==> config.mk <==
export PLATFORM = sky130hd
export DESIGN_NAME = smg_scan_flat
export DESIGN_NICKNAME = d
export VERILOG_FILES = /design/src/rtl/smg_scan_if.sv /design/src/rtl/smg_scan.sv /design/src/flat_wrapper.sv
export SDC_FILE = /design/constraint.sdc
export NUM_CORES = 1
export LEC_CHECK = 0
export BUFFER_PORTS_ARGS = -buffer_cell sky130_fd_sc_hd__buf_2
export CAP_MARGIN = 15
export CORE_AREA = 8 8 85 72
export CTS_BUF_LIST = sky130_fd_sc_hd__clkbuf_4
export DETAILED_ROUTE_END_ITERATION = 7
export DIE_AREA = 0 0 93 80
export GPL_ROUTABILITY_DRIVEN = 1
export PLACE_DENSITY = 0.8
export SLEW_MARGIN = 5
export SYNTH_ARGS = -nofsm -noshare
export SYNTH_HDL_FRONTEND = slang
export SYNTH_SLANG_ARGS = --single-unit
==> constraint.sdc <==
create_clock -name clk_100Mhz -period 3 [get_ports clk_100Mhz]
set_clock_uncertainty 0.1 [all_clocks]
set_input_delay 0.3 -clock clk_100Mhz [delete_from_list [all_inputs] [get_ports clk_100Mhz]]
set_output_delay 0.3 -clock clk_100Mhz [all_outputs]
set_load 0.03 [all_outputs]
==> src/rtl/smg_scan_if.sv <==
// Signal bundle between the display-word source and the seven-segment scanner.
interface smg_scan_if;
  logic [15:0] data;
  logic [3:0]  dp_en;
  logic        blank_lz;
  logic [3:0]  an;
  logic [6:0]  seg;
  logic        dp;
  logic        frame_done;

  // Source side: supplies the display word, observes the panel drive.
  modport master (
    output data, dp_en, blank_lz,
    input  an, seg, dp, frame_done
  );

  // Scanner side: consumes the display word, drives the panel.
  modport slave (
    input  data, dp_en, blank_lz,
    output an, seg, dp, frame_done
  );
endinterface

==> src/rtl/smg_scan.sv <==
// Multiplexed 4-digit common-anode seven-segment scanner with dead-time
// blanking, per-frame input shadowing and optional leading-zero blanking.
module smg_scan #(
  parameter int SCAN_DIV  = 100000,
  parameter int BLANK_CYC = 1000
) (
  input  logic       clk_100Mhz,
  input  logic       rst,
  smg_scan_if.slave  bus
);

  localparam int CNT_MAX = (SCAN_DIV > BLANK_CYC) ? SCAN_DIV : BLANK_CYC;
  localparam int CNT_W   = $clog2(CNT_MAX);

  localparam logic [CNT_W-1:0] BLANK_LAST = CNT_W'(BLANK_CYC - 1);
  localparam logic [CNT_W-1:0] ON_LAST    = CNT_W'(SCAN_DIV - 1);

  localparam logic [0:0] ST_BLANK = 1'b0;
  localparam logic [0:0] ST_ON    = 1'b1;

  // Hex nibble to active-low {g,f,e,d,c,b,a}.
  function automatic logic [6:0] seg_decode(input logic [3:0] nib);
    logic [6:0] s;
    case (nib)
      4'h0: s = 7'h40;
      4'h1: s = 7'h79;
      4'h2: s = 7'h24;
      4'h3: s = 7'h30;
      4'h4: s = 7'h19;
      4'h5: s = 7'h12;
      4'h6: s = 7'h02;
      4'h7: s = 7'h78;
      4'h8: s = 7'h00;
      4'h9: s = 7'h10;
      4'hA: s = 7'h08;
      4'hB: s = 7'h03;
      4'hC: s = 7'h46;
      4'hD: s = 7'h21;
      4'hE: s = 7'h06;
      default: s = 7'h0E;
    endcase
    return s;
  endfunction

  // A digit is a leading zero when it and every more significant nibble are 0;
  // digit 0 always shows so a zero word still reads "0".
  function automatic logic is_leading_zero(input logic [15:0] d, input logic [1:0] k);
    logic z;
    case (k)
      2'd3:    z = (d[15:12] == 4'h0);
      2'd2:    z = (d[15:8]  == 8'h00);
      2'd1:    z = (d[15:4]  == 12'h000);
      default: z = 1'b0;
    endcase
    return z;
  endfunction

  logic [0:0]       state_q, state_d;
  logic [1:0]       digit_q, digit_d;
  logic [CNT_W-1:0] cnt_q, cnt_d;
  logic [15:0]      sh_data_q, sh_data_d;
  logic [3:0]       sh_dp_q, sh_dp_d;
  logic             sh_lz_q, sh_lz_d;
  logic [3:0]       an_q, an_d;
  logic [6:0]       seg_q, seg_d;
  logic             dp_q, dp_d;
  logic             frame_done_q, frame_done_d;

  logic [3:0] on_an;
  logic [6:0] on_seg;
  logic       on_dp;

  // Panel drive for the current digit, computed from the frame's shadow copy.
  always_comb begin
    on_an  = ~(4'b0001 << digit_q);
    on_seg = (sh_lz_q && is_leading_zero(sh_data_q, digit_q))
             ? 7'h7F : seg_decode(sh_data_q[{digit_q, 2'b00} +: 4]);
    on_dp  = ~sh_dp_q[digit_q];
  end

  // Scan sequencing: BLANK dead time, then ON for the digit, then advance.
  always_comb begin
    state_d      = state_q;
    digit_d      = digit_q;
    cnt_d        = cnt_q + 1'b1;
    sh_data_d    = sh_data_q;
    sh_dp_d      = sh_dp_q;
    sh_lz_d      = sh_lz_q;
    an_d         = an_q;
    seg_d        = seg_q;
    dp_d         = dp_q;
    frame_done_d = 1'b0;

    // Start of a frame: take a coherent snapshot of all inputs.
    if (state_q == ST_BLANK && digit_q == 2'd0 && cnt_q == '0) begin
      sh_data_d = bus.data;
      sh_dp_d   = bus.dp_en;
      sh_lz_d   = bus.blank_lz;
    end

    if (state_q == ST_BLANK) begin
      an_d  = 4'b1111;
      seg_d = 7'h7F;
      dp_d  = 1'b1;
      if (cnt_q == BLANK_LAST) begin
        state_d = ST_ON;
        cnt_d   = '0;
        an_d    = on_an;
        seg_d   = on_seg;
        dp_d    = on_dp;
      end
    end else begin
      an_d  = on_an;
      seg_d = on_seg;
      dp_d  = on_dp;
      if (cnt_q == ON_LAST) begin
        state_d      = ST_BLANK;
        cnt_d        = '0;
        digit_d      = digit_q + 2'd1;
        frame_done_d = (digit_q == 2'd3);
        an_d         = 4'b1111;
        seg_d        = 7'h7F;
        dp_d         = 1'b1;
      end
    end
  end

  // State, shadow and output registers with synchronous reset.
  always_ff @(posedge clk_100Mhz) begin
    if (rst) begin
      state_q      <= ST_BLANK;
      digit_q      <= 2'd0;
      cnt_q        <= '0;
      sh_data_q    <= 16'h0000;
      sh_dp_q      <= 4'h0;
      sh_lz_q      <= 1'b0;
      an_q         <= 4'b1111;
      seg_q        <= 7'h7F;
      dp_q         <= 1'b1;
      frame_done_q <= 1'b0;
    end else begin
      state_q      <= state_d;
      digit_q      <= digit_d;
      cnt_q        <= cnt_d;
      sh_data_q    <= sh_data_d;
      sh_dp_q      <= sh_dp_d;
      sh_lz_q      <= sh_lz_d;
      an_q         <= an_d;
      seg_q        <= seg_d;
      dp_q         <= dp_d;
      frame_done_q <= frame_done_d;
    end
  end

  assign bus.an         = an_q;
  assign bus.seg        = seg_q;
  assign bus.dp         = dp_q;
  assign bus.frame_done = frame_done_q;

endmodule

==> src/flat_wrapper.sv <==
// flat-port wrapper written by rule: the top's interface ports become plain ports
module smg_scan_flat 
#(
  parameter int SCAN_DIV  = 100000,
  parameter int BLANK_CYC = 1000
)
  (clk_100Mhz, rst, bus_data, bus_dp_en, bus_blank_lz, bus_an, bus_seg, bus_dp, bus_frame_done);
  smg_scan_if bus_i ();
  input  logic clk_100Mhz;
  input  logic rst;
  input wire logic [$bits(bus_i.data)-1:0] bus_data;
  input wire logic [$bits(bus_i.dp_en)-1:0] bus_dp_en;
  input wire logic [$bits(bus_i.blank_lz)-1:0] bus_blank_lz;
  output wire logic [$bits(bus_i.an)-1:0] bus_an;
  output wire logic [$bits(bus_i.seg)-1:0] bus_seg;
  output wire logic [$bits(bus_i.dp)-1:0] bus_dp;
  output wire logic [$bits(bus_i.frame_done)-1:0] bus_frame_done;
  assign bus_i.data = bus_data;
  assign bus_i.dp_en = bus_dp_en;
  assign bus_i.blank_lz = bus_blank_lz;
  assign bus_an = bus_i.an;
  assign bus_seg = bus_i.seg;
  assign bus_dp = bus_i.dp;
  assign bus_frame_done = bus_i.frame_done;
  smg_scan #(.SCAN_DIV(SCAN_DIV), .BLANK_CYC(BLANK_CYC)) u_core (.clk_100Mhz(clk_100Mhz), .rst(rst), .bus(bus_i));
endmodule
After elaboration in Yosys (flattened, before gate mapping)
Memories as Yosys holds them, arrays and structs flattened.
Cells that the tools add are included.
{"block": "op_classes", "eq_ne": 5, "n_mux": 19, "shifts": 2, "addsub": 2, "multipliers": 0, "order_cmp": 1, "reduce_logical": 10, "bitwise": 4, "div_mod_pow": 0}
{"cell": "17-bit 2-to-1 mux", "n": 3}
{"cell": "7-bit 2-to-1 mux", "n": 4}
{"cell": "17-bit by 1-bit adder with 17-bit output, second input constant", "n": 1}
{"cell": "17-bit by 10-bit == test with 1-bit output, second input constant", "n": 1}
{"cell": "17-bit == test, second input constant", "n": 1}
{"cell": "17-bit logical NOT", "n": 1}
{"cell": "16-bit by 5-bit variable part select with 4-bit output", "n": 1}
{"cell": "12-bit logical NOT", "n": 1}
{"cell": "4-bit 2-to-1 mux", "n": 3}
{"cell": "8-bit logical NOT", "n": 1}
{"cell": "1-bit 2-to-1 mux", "n": 7}
{"cell": "2-bit == test, second input constant", "n": 2}
{"cell": "4-bit logical NOT", "n": 1}
{"cell": "4-bit NOT", "n": 1}
{"cell": "1-bit by 2-bit left shift with 4-bit output, first input constant", "n": 1}
{"cell": "1-bit logical AND", "n": 3}
{"cell": "2-bit by 3-bit less-than comparator with 1-bit output, second input constant", "n": 1}
{"cell": "1-bit NOT", "n": 3}
{"cell": "1-bit one-hot mux with 3 select lines", "n": 1}
{"cell": "3-bit OR reduction", "n": 1}
{"cell": "2-bit by 1-bit adder with 2-bit output, second input constant", "n": 1}
{"cell": "1-bit binary-select mux with 2-bit select", "n": 1}
{"cell": "2-bit by 1-bit == test with 1-bit output, second input constant", "n": 1}
{"cell": "2-bit logical NOT", "n": 1}
{"cell": "2-bit AND reduction", "n": 1}
{"block": "totals", "out_inout_bits": 13, "latchBits": 0, "inputBits": 23, "rom_bits": 112, "n_memories": 1, "ff_bits": 54, "ramBits": 0, "word_cells": 54}
{"name": "(no name shown)", "depth": 16, "word_bits": 7, "read_ports": 1, "rd_clocked_by_memory_dff": 0, "write_ports": 0, "line_no": "smg_scan.sv:24", "source": "case (nib)"}

Longest topological paths before layout
{"block": "logic_depth", "word_depth": 6, "depth_mapped": 9, "ltp_nobuf": 7}

Worst setup path before layout
Ideal clock, no wire load.
{"block": "synth_path", "path_kind": "register to register", "from": "register u_core.digit_q[0]", "to": "register u_core.seg_q[3] (netlist: u_core.bus.seg[3])", "synth_period_minus_slack_ns": 2.173, "stages_incl_launch_ff": 8, "path_slack_ns": 0.827, "setup_time_ns": 0.117, "t_required_ns": 2.783, "t_arrival_ns": 1.956, "path_buffers": 1, "path_cell_list": "dfxtp_1 > buf_2 > mux4_2 > inv_1 > ha_1 > inv_1 > mux4_2 > nand2b_1"}
{"block": "synth_via", "elab_chain_len": 6, "word_cells_on_any_way": 11, "cone_classes": "eq/ne (3); shift (1); mux (5); reduce/logical (1); memory (1)"}
{"element": "start, declared", "line_no": "smg_scan.sv:59", "source": "logic [1:0] digit_q, digit_d;"}
{"element": "start signal, assigned", "line_no": "smg_scan.sv:143", "source": "digit_q <= digit_d;"}
{"element": "parallel branches: the longest is 3 deep, another holds memory 16 x 7 bit"}
{"element": "7-bit 2-to-1 mux (*)", "line_no": "smg_scan.sv:77", "source": "? 7'h7F : seg_decode(sh_data_q[{digit_q, 2'b00} +: 4]);"}
{"element": "7-bit 2-to-1 mux, on equally long branches", "line_no": "smg_scan.sv:105, smg_scan.sv:116"}
{"element": "7-bit 2-to-1 mux (*)", "line_no": "smg_scan.sv:101", "source": "if (state_q == ST_BLANK) begin"}
{"element": "end signal, assigned", "line_no": "smg_scan.sv:149", "source": "seg_q <= seg_d;"}
{"element": "end, declared", "line_no": "smg_scan.sv:65", "source": "logic [6:0] seg_q, seg_d;"}
Mark *: on every way between the ends.
A chain may end at the register's enable or synchronous reset.

Final worst setup path
Ends and elaborated chain as after synthesis.

==> impl_summary.md <==
Place
The count of input and output buffers is 35. The post-DP HPWL is 3689 µm. Including well taps, the total number of placed cells is 341. The weighted congestion at the end of routability-driven global placement is 0.8866.

The post-place setup slack is 0.6617 ns.

Worst setup path
The critical path goes through mux4_2, inv_1, ha_1, inv_1, mux4_2, nand2b_1. The worst reg-to-reg setup slack is 0.63 ns. The number of cells on the worst reg-to-reg path is 6.

The terminus of the critical flop-to-flop path is u_core.bus.seg[3]. Together, buffers and inverters on the worst path number 2. STA classifies the critical path endpoint as a flop.

The critical path data arrival time is 2.56 ns. The maximum net fanout on the critical path is 8. On the worst path, the slowest cell contributes a delay of 0.64 ns. In this run the critical register-to-register path is launched from u_core.digit_q[0]. The required time of the critical path is 3.18 ns. The critical path class is flop to flop. The kind of start point of the critical path is a flop.

The largest individual stage delay along the critical path comes from the cell sky130_fd_sc_hd__mux4_2. The category of cells accounting for the largest share of critical-path delay is multiplexers.

Clocking
The number of clock buffers inserted by TritonCTS is 5. The clock passes through at most 2 buffers. At the later pin of the worst-skew pair, clock insertion delay measures 0.40 ns. The hold buffer count at cts is 0.

The number of setup buffers added after CTS is 0. The clock tree root buffer cell is sky130_fd_sc_hd__clkbuf_4. CTS built an H-tree with a depth of 2. TritonCTS built the clock tree. Clock-pin slew was measured on the worst setup and hold paths at 0.17 ns. The number of clock sinks seen by CTS is 54.

Once the clock tree was built, the resizer swapped 0 gates to a different size.

Worst hold path
The startpoint identified for the worst hold timing path is bus_dp_en[3]. The worst hold path was traced through 3 stages. The type of the most critical hold path is input port to flop.

The path with the worst hold slack has its endpoint at u_core.sh_dp_q[3].

Power
The switching power as a share of total power is 0.2752. The fraction of power consumed by sequential logic is 0.605. Power spread over the standard cell area amounts to 464.1 nW/µm². The logic gate share of total power is 0.134. The share of total power dissipated in the clock network is 0.261. The internal power of the cells totals 0.0009259 W. Summed over all cells, the static leakage comes to 1.112 nW. The maximum vdd ir drop is 0.0002385 V. Summed over all nets, the switching power comes to 0.0003516 W.

Logic synthesis
The count of unique library cells instantiated by Yosys is 39. The average cell area after synthesis is 9.864 µm². The share of synthesized area in the top cell type comes to 0.4265. Summing every instance area after synthesis gives 2535 µm². After technology mapping, the gate count stands at 257. The yosys synthesis warning count is 0. The cell type contributing the most total cell area after synthesis is sky130_fd_sc_hd__dfxtp_1. Of the synthesized area, sequential elements account for 0.4265. The number of nets in the synthesized netlist is 293. In this run, synthesis produced a sequential element count of 54. By area the synthesized netlist is led by sky130_fd_sc_hd__dfxtp_1, sky130_fd_sc_hd__mux2i_1, sky130_fd_sc_hd__nor2_1, sky130_fd_sc_hd__ha_1, sky130_fd_sc_hd__mux4_2.

Die
The floorplan step set the die width to 93 µm. The die covers 7440 µm². The die is 80 µm tall. In this run the core area contains 23 standard-cell rows. The initial cell density of the core is 0.5306. The core box area is 4777 µm². The top-level I/O count is 36.

Finish
The top cell types in the final layout, fill and taps aside, are sky130_fd_sc_hd__dfxtp_1, sky130_fd_sc_hd__nor2_1, sky130_fd_sc_hd__buf_2. The share of post-route cells with drive strength above 1 is 0.1882. The storage element area is 1081 µm².

The filler cell count is 445. The finished layout holds 349 standard cells, fillers aside. The post-layout net count is 322. The post-synthesis to final-layout area growth is 8.588%.

Leaving out fill and tap cells, the most frequent cell in the layout is sky130_fd_sc_hd__dfxtp_1. The number of antenna diodes is 0. The area used by multi-input combinational logic is 1313 µm².

GRT
The residual overflow from global routing is 0. For met2 alone, demand over resource in global routing was 0.2011. The first global-routing pass estimated 8031 µm of wire. The maximum number of pins on one net before global-route repair is 28. The fraction of met3 tracks used by global routing is 0.04793. The via count of the first global-routing pass is 1778. In the global route stage, met1 resource usage came out at 0.1685.

The combined global-route utilization of all metal layers is 0.1343. The busiest layer in global routing is met2. The number of antenna violations at the first check in global routing is 0.

Route
Using the TritonRoute via totals, the vias-per-cell ratio works out to 5.298. The aggregate routed wire length is 4826 µm. In the routed design, unresolved DRC markers number 0. The number of iterations in the first detailed-routing pass is 4. The number of vias in the routed layout is 1849. The final routed wire length divided by cell count is 13.83 µm.

The remaining number of nets flagged by the antenna check after routing is 0. The violation count after the first detailed-route iteration is 108.

STA
On the final layout, the worst hold slack is 0.02286 ns. Setup repair after global routing left no endpoint under its margin. The final clock period utilization by the worst path is 0.7913. The maximum frequency from static timing analysis is 421.2 MHz. The final max-slew violation count is 0. Setup total negative slack on the finished layout was measured at 0 ns.

The number of failing setup endpoints in the final timing report is 0. The minimum clock period is 2.374 ns. Measured against its own limit, the worst slew margin works out to 0.6293. The transition at the pin with the smallest max-transition slack is 0.5561 ns. The count of endpoints failing hold in the final timing report was 0. The final setup slack of the worst path is 0.6260 ns.

Run
The number of max-capacitance violations reported is 0.

Run status
The flow ran to the end, and the final reports show no timing, DRC or antenna violations.
power by group through the flow:
| stage | clock (W) | sequential [W] | combinational (W) |
|---|---|---|---|
| floorplan | 0 | 0.000777 | 0.000158 |
| global placement | 0 | 0.000786 | 0.000167 |
| detailed placement | 0 | 0.000787 | 0.000172 |
| global route | 0.000375 | 0.000776 | 0.000188 |
| finish | 0.000334 | 0.000772 | 0.000171 |
| CTS | 0.000344 | 0.000772 | 0.000173 |
worst max path at each step:
stage | start | endpoint | slack, ns | cells past startpoint
final | u_core.digit_q[0] | u_core.bus.seg[3] | 0.63 | 6
after global routing | u_core.digit_q[0] | u_core.bus.seg[3] | 0.45 | 6
after CTS | u_core.digit_q[0] | u_core.bus.seg[3] | 0.61 | 6
after detailed placement | u_core.digit_q[0] | u_core.bus.seg[3] | 0.66 | 6
after global placement | u_core.digit_q[0] | u_core.bus.seg[3] | 0.75 | 6
after floorplan | u_core.digit_q[0] | u_core.bus.seg[3] | 0.83 | 7
kinds of logic (layout without fill, tap and decap cells):
kind of cell    count (synthesis)  count (layout)  synth area share
xor+xnor                       16              16           0.05528
buf+inv                        24              54           0.05577
fa+ha+maj                      13              13           0.06417
simple gates                  106             106            0.2073
mux                            32              32            0.1565
flops                          54              54            0.4265
compound gates                 12              12           0.03455
tightest hold or removal path, delay by kind of cell:
family / cells / cell delay [ns]
buf+inv: 1 / 0.07
mux: 1 / 0.05
simple gates: 1 / 0.07
stage by stage:
stage	area (µm²)	util	total power (W)
6_report	2753	0.5762	0.001277
5_1_grt	2753	0.5762	0.001338
4_1_cts	2753	0.5762	0.001289
3_5_place_dp	2691	0.5634	0.0009591
3_3_place_gp	2691	0.5634	0.0009529
2_1_floorplan	2535	-	0.0009351
sequential cells by signal (all words and copies together), names as in the netlist:
name,flops
u_core.bus.dp,1
u_core.bus.seg,7
u_core.sh_data_q,16
u_core.sh_lz_q,1
u_core.bus.an,4
u_core.sh_dp_q,4
u_core.cnt_q,17
u_core.state_q,1
u_core.bus.frame_done,1
u_core.digit_q,2
cell type report:
class | instances | share of cell area
clock buffers | 5 | 0.01364
flip-flops and latches | 54 | 0.3927
well taps | 62 | 0.02818
inverters | 10 | 0.01364
clock inverters | 3 | 0.008636
multi-input cells | 179 | 0.4768
repair buffers | 36 | 0.06636
layer usage:
metal / wire [µm] / vias up
met5: 0 / -
met3: 286 / 8
met4: 80 / 0
li1: - / 941
met1: 2346 / 861
met2: 2113 / 39
synth_stat cells, drive strengths merged:
| cell | n |
|---|---|
| dfxtp | 54 |
| nor2 | 46 |
| mux2i | 25 |
| nand2 | 16 |
| ha | 13 |
| nand3 | 11 |
| inv | 10 |
| xnor2 | 9 |
| buf | 8 |
| nand4 | 7 |
| nor4 | 7 |
| xor2 | 7 |
| clkbuf | 6 |
| mux4 | 6 |
| nor3 | 5 |
| and3 | 3 |
| nand2b | 3 |
| a21oi | 2 |
| a31oi | 2 |
| o211ai | 2 |
| a32oi | 1 |
| and2 | 1 |
| and4bb | 1 |
| mux2 | 1 |
| nor2b | 1 |
| nor3b | 1 |
| nor4b | 1 |
| nor4bb | 1 |
| o21ai | 1 |
| o21ba | 1 |
| o221ai | 1 |
| o22a | 1 |
| o311ai | 1 |
| or2 | 1 |
| or3b | 1 |
Note: power is estimated with default switching activity, not from simulation.
